==> src/rtl/lsu_ctrl.sv <==
// Load/store unit: turns RV32I byte/half/word accesses into whole-word memory
// cycles, with read-modify-write for sub-word stores and sign/zero extension.
module lsu_ctrl #(
  parameter int DEPTH_WORDS = 256,
  parameter int ADDR_W      = 32
) (
  input  logic              clk,
  input  logic              reset,
  input  logic              req_valid,
  output logic              req_ready,
  input  logic              req_we,
  input  logic [2:0]        req_funct3,
  input  logic [ADDR_W-1:0] req_addr,
  input  logic [31:0]       req_wdata,
  output logic              resp_valid,
  output logic [31:0]       resp_rdata,
  output logic              resp_err,
  output logic [ADDR_W-1:0] mem_addr,
  output logic [31:0]       mem_wdata,
  output logic              mem_we,
  input  logic [31:0]       mem_rdata
);

  // state | meaning
  // IDLE  | waiting for a request, req_ready high
  // LOAD  | read word, extend selected lane into resp data
  // MERGE | read word, splice store lane into write buffer
  // WRITE | drive write buffer to memory for one cycle
  // RESP  | one-cycle response pulse
  typedef enum logic [2:0] {S_IDLE, S_LOAD, S_MERGE, S_WRITE, S_RESP} state_t;

  localparam logic [ADDR_W-1:0] DEPTH_L = ADDR_W'(DEPTH_WORDS);

  state_t            state_q, state_d;
  logic [2:0]        funct3_q, funct3_d;
  logic [ADDR_W-1:0] addr_q, addr_d;
  logic [31:0]       wbuf_q, wbuf_d;
  logic [31:0]       rdata_q, rdata_d;
  logic              err_q, err_d;

  logic        accept;
  logic        f3_ok, misal, oor, req_err;
  logic [7:0]  lane_b;
  logic [15:0] lane_h;
  logic [31:0] load_ext;
  logic [31:0] merged;

  assign accept = req_valid && req_ready;

  always_comb begin
    f3_ok = 1'b0;
    if (req_we) begin
      case (req_funct3)
        3'b000, 3'b001, 3'b010: f3_ok = 1'b1;
        default:                f3_ok = 1'b0;
      endcase
    end else begin
      case (req_funct3)
        3'b000, 3'b001, 3'b010, 3'b100, 3'b101: f3_ok = 1'b1;
        default:                                f3_ok = 1'b0;
      endcase
    end
    misal   = ((req_funct3[1:0] == 2'b01) && req_addr[0]) ||
              ((req_funct3[1:0] == 2'b10) && (req_addr[1:0] != 2'b00));
    // Catches both index >= depth and any nonzero bits above the index range.
    oor     = {2'b00, req_addr[ADDR_W-1:2]} >= DEPTH_L;
    req_err = !f3_ok || misal || oor;
  end

  always_comb begin
    lane_b = mem_rdata[{addr_q[1:0], 3'b000} +: 8];
    lane_h = addr_q[1] ? mem_rdata[31:16] : mem_rdata[15:0];
    case (funct3_q)
      3'b000:  load_ext = {{24{lane_b[7]}}, lane_b};
      3'b001:  load_ext = {{16{lane_h[15]}}, lane_h};
      3'b100:  load_ext = {24'd0, lane_b};
      3'b101:  load_ext = {16'd0, lane_h};
      default: load_ext = mem_rdata;
    endcase
    // wbuf still holds the raw store data while in MERGE.
    merged = mem_rdata;
    if (funct3_q[1:0] == 2'b00)
      merged[{addr_q[1:0], 3'b000} +: 8] = wbuf_q[7:0];
    else
      merged[{addr_q[1], 4'b0000} +: 16] = wbuf_q[15:0];
  end

  always_ff @(posedge clk or posedge reset) begin
    if (reset) begin
      state_q  <= S_IDLE;
      funct3_q <= 3'd0;
      addr_q   <= '0;
      wbuf_q   <= 32'd0;
      rdata_q  <= 32'd0;
      err_q    <= 1'b0;
    end else begin
      state_q  <= state_d;
      funct3_q <= funct3_d;
      addr_q   <= addr_d;
      wbuf_q   <= wbuf_d;
      rdata_q  <= rdata_d;
      err_q    <= err_d;
    end
  end

  always_comb begin
    state_d = state_q;
    case (state_q)
      S_IDLE: begin
        if (accept) begin
          if (req_err)                   state_d = S_RESP;
          else if (!req_we)              state_d = S_LOAD;
          else if (req_funct3 == 3'b010) state_d = S_WRITE;
          else                           state_d = S_MERGE;
        end
      end
      S_LOAD:  state_d = S_RESP;
      S_MERGE: state_d = S_WRITE;
      S_WRITE: state_d = S_RESP;
      S_RESP:  state_d = S_IDLE;
      default: state_d = S_IDLE;
    endcase
  end

  always_comb begin
    funct3_d = funct3_q;
    addr_d   = addr_q;
    wbuf_d   = wbuf_q;
    rdata_d  = rdata_q;
    err_d    = err_q;
    case (state_q)
      S_IDLE: begin
        if (accept) begin
          funct3_d = req_funct3;
          addr_d   = req_addr;
          wbuf_d   = req_wdata;
          if (req_err) begin
            rdata_d = 32'd0;
            err_d   = 1'b1;
          end
        end
      end
      S_LOAD: begin
        rdata_d = load_ext;
        err_d   = 1'b0;
      end
      S_MERGE: wbuf_d = merged;
      S_WRITE: begin
        rdata_d = 32'd0;
        err_d   = 1'b0;
      end
      default: ;
    endcase
  end

  always_comb begin
    req_ready  = (state_q == S_IDLE);
    resp_valid = (state_q == S_RESP);
    mem_we     = (state_q == S_WRITE);
    mem_wdata  = (state_q == S_WRITE) ? wbuf_q : 32'd0;
    mem_addr   = '0;
    if (state_q == S_LOAD || state_q == S_MERGE || state_q == S_WRITE)
      mem_addr = {addr_q[ADDR_W-1:2], 2'b00};
  end

  assign resp_rdata = rdata_q;
  assign resp_err   = err_q;

endmodule
==> config.mk <==
export PLATFORM = sky130hd
export DESIGN_NAME = lsu_ctrl
export DESIGN_NICKNAME = d
export VERILOG_FILES = /design/src/rtl/lsu_ctrl.sv
export SDC_FILE = /design/constraint.sdc
export NUM_CORES = 1
export LEC_CHECK = 0
export BUFFER_PORTS_ARGS = -buffer_cell sky130_fd_sc_hd__buf_4
export CORE_MARGIN = 1.5
export CORE_UTILIZATION = 32
export CTS_CLUSTER_DIAMETER = 80
export DETAILED_ROUTE_END_ITERATION = 6
export PLACE_DENSITY = 0.66
export SLEW_MARGIN = 5
export SYNTH_ARGS = -nofsm -noshare
export SYNTH_HDL_FRONTEND = slang
export SYNTH_SLANG_ARGS = --single-unit
==> constraint.sdc <==
create_clock -name clk -period 3.6 [get_ports clk]
set_input_delay 0.72 -clock clk [delete_from_list [all_inputs] [get_ports clk]]
set_output_delay 0.72 -clock clk [all_outputs]
set_load 0.05 [all_outputs]
==> flow_summary.yaml <==
yosys:
  ys_async_sr_fraction_pct: 100
  synthCells: 553
  synth-simple-area-share_pct: 16.4
  synth_warnings: 0
  synth.area.mux_share_pct: 8.26
  synth-adder-area-share_pct: 1.09
  synth_top_area_share_pct: 44.9
  syn-cell-area_mm2: 0.00574
  synthDistinctLibCells: 55
  synth-edff-count: 0
  syn_avg_cell_area_um2: 10.4
  synth_area_leaders: "dfrtp_1, a221o_1, and2_1"
  ys_ff_latch: 103
  synth_ff_type: "dfrtp_1"
  synth_top_area_cell: "dfrtp_1"
  synth_top_family_by_area: "compound AO/OA/AOI/OAI gates"
  yosysSeqAreaShare_pct: 44.9
  synth_compound_area_share_pct: 23.9
  synth_xor_area_share_pct: 0
timing:
  hold_ws_ns: 0.460
  fin_crit_sh_pct: 73.4
  hold_viol_final: 0
  finClkSkew_ns: 0.00860
  setup_viol: 0
  timing.fmax_mhz: 379
  max_slew_margin_pct: 54.4
  finalSetupTns_ns: 0
  tightest_slew_ns: 0.667
  grt_setup_unrepaired: "false"
  period_needed_ns: 2.64
  slew_violations: 0
clocking:
  numClockSinks: 103
  cts_root_buf: "clkbuf_16"
  clockBufferDepth: 2
  htreeDepth: 3
  cts.clk_slew.worst_paths_ns: 0.07
  cts_tree: "yes"
  ctsResizeCount: 0
  clk-insertion-delay-late_ns: 0.35
  cts-hold-fix-buffers: 0
  numCtsBuffers: 9
  cts_setup_buffers: 0
routing:
  drt_wl_total_mm: 18.9
  dr.pass1.iters: 5
  wl_per_cell_um: 19.6
  via_per_inst: 5.32
  drtIter0Drc: 387
  ant_nets: 0
  vias: 5125
  drc: 0
run_status:
  outcome: "complete, no violations"
placed_design:
  place_area_mm2: 0.00740
  place_congestion: 0.851
  hpwl_mm: 14.4
  io_buffers: 200
pwr:
  leakagePower_nw: 3.76
  p_per_area_mw_per_mm2: 388
  ir_worst_vdd_mv: 0.267
die:
  core_area_mm2: 0.0174
  io_pins: 203
  die-height_um: 137
  row_count: 48
  die_x_um: 137
  initial_utilization_pct: 33.0
  die_area_mm2: 0.0188
layout:
  final_cell_mix: "buf_4, dfrtp_1, and2_1"
  final_core_util_pct: 44.4
  post_route_cells_drive_above_1_share_pct: 37.6
  fin_area_mm2: 0.00774
  mostFrequentLayoutCell: "buf_4"
  diodes: 0
  fillers: 1716
  synthToLayoutAreaGrowth_pct: 34.7
  finish.net_count: 842
worst_setup_path:
  crit_path_end_kind: "output port"
  crit_fanout: 27
  critPathTopFamily: "flip-flops"
  crit_path_start_kind: "register"
  cp_cell_sequence: "nor2_1 -> nor2_1 -> buf_4 -> and2_1 -> buf_4"
  critical_path_required_ns: 2.88
  cp_slowest_cell: "dfrtp_1"
  worst-path-buf-inv: 2
  crit_arrival_ns: 1.92
  critical-path-max-stage-delay_ns: 0.54
  critical_path_class: "reg -> out"
global_route:
  grtUsageTotal_pct: 20.3
  grt_overflow: 0
  antenna_found_initial: 0
  grt_pass1_wl_mm: 28.5
  grt_pass1_vias: 4929
  grt_max_degree: 51
job:
  cap_violations: 0
min_path:
  hp-class: "in -> async"
worst register-to-register path, stage by stage (launching register included):
cell and delay [ns]:
dfrtp_1 0.55, nor2_1 0.31, o21ai_2 0.08, buf_4 0.22, nor2_4 0.29, buf_4 0.48
mux2_2 0.41
Yosys cell counts, drive strengths merged, types with 2 or more instances:
library cell and n:
o22ai 7, a21oi 17, a22oi 8, o41ai 3
clkbuf 20, nand2 33, ha 5, mux2i 11
nor4 7, a2111oi 3, nor2b 17, a221oi 21
and2 34, a221o 23, o21ai 35, inv 17
a211oi 16, mux2 32, nor3 9, buf 24
a21o 9, o221ai 7, or3 2, nand4 2
nor2 31, dfrtp 103, o31ai 16, and3 32
metrics by stage:
| stage | instances | total power [mW] | worst slack [ns] |
|---|---|---|---|
| 2_1_floorplan | 554 | 1.69 | 0.176 |
| 3_3_place_gp | 948 | 1.88 | 1.19 |
| 3_5_place_dp | 948 | 1.89 | 1.15 |
| 4_1_cts | 964 | 3.02 | 0.936 |
| 5_1_grt | 964 | 3.14 | 0.807 |
| 6_report | 964 | 3.01 | 0.958 |
layer usage:
metal | share of wire, % | track usage (%) | vias up | wire length [um]
met5 | 0 | 0 | - | 0
met4 | 2.1 | 7.31 | 0 | 391
met3 | 7.6 | 4.19 | 28 | 1440
met2 | 44 | 30.1 | 214 | 8390
met1 | 46 | 29.0 | 2442 | 8680
li1 | - | - | 2441 | -
logic make-up after synthesis:
| kind of cell | count (synthesis) |
|---|---|
| AO/OA/AOI/OAI | 170 |
| AND/OR/NAND/NOR | 170 |
| flip-flops | 103 |
| buffers and inverters | 61 |
| multiplexers | 43 |
| adder cells (fa/ha/maj) | 5 |
| other | 1 |
worst paths after layout:
| path | slack [ns] | start | cells after the start | to |
|---|---|---|---|---|
| setup / recovery | 0.96 | state_q[0]$_DFFE_PP0P_ | 5 | mem_addr[13] |
| hold / removal | 0.46 | reset | 2 | resp_rdata[7]$_DFFE_PP0P_ |
| setup reg to reg | 1.13 | state_q[2]$_DFFE_PP0P_ | 6 | addr_q[29]$_DFFE_PP0P_ |
| hold reg to reg | 0.47 | wbuf_q[17]$_DFFE_PP0P_ | 2 | wbuf_q[17]$_DFFE_PP0P_ |
| max in group asynchronous | 2.29 | reset | 3 | addr_q[3]$_DFFE_PP0P_ |
| min in group clk | 0.47 | wbuf_q[17]$_DFFE_PP0P_ | 2 | wbuf_q[17]$_DFFE_PP0P_ |
state kept, by name, indices dropped and copies added (netlist names):
signal	flops
addr_q	32
funct3_q	3
resp_err	1
resp_rdata	32
state_q	3
wbuf_q	32
final cells by class:
| class | count | area (um^2) | share of cell area [%] |
|---|---|---|---|
| tap | 225 | 282 | 3.64 |
| timing repair buffer | 213 | 1600 | 20.7 |
| clock inverter | 6 | 109 | 1.41 |
| inverter | 17 | 66.3 | 0.857 |
| multi-input combinational | 390 | 2880 | 37.2 |
| sequential | 103 | 2580 | 33.3 |
| clock buffer | 10 | 229 | 2.96 |
report_power, final:
group          internal, mW  leakage, nW  total [mW]  switching, mW
Sequential             1.26         1.30        1.35         0.0846
Combinational         0.228         2.29       0.525          0.297
Clock                 0.679        0.166        1.13          0.455
No activity file was read; power rests on OpenSTA's default activity.
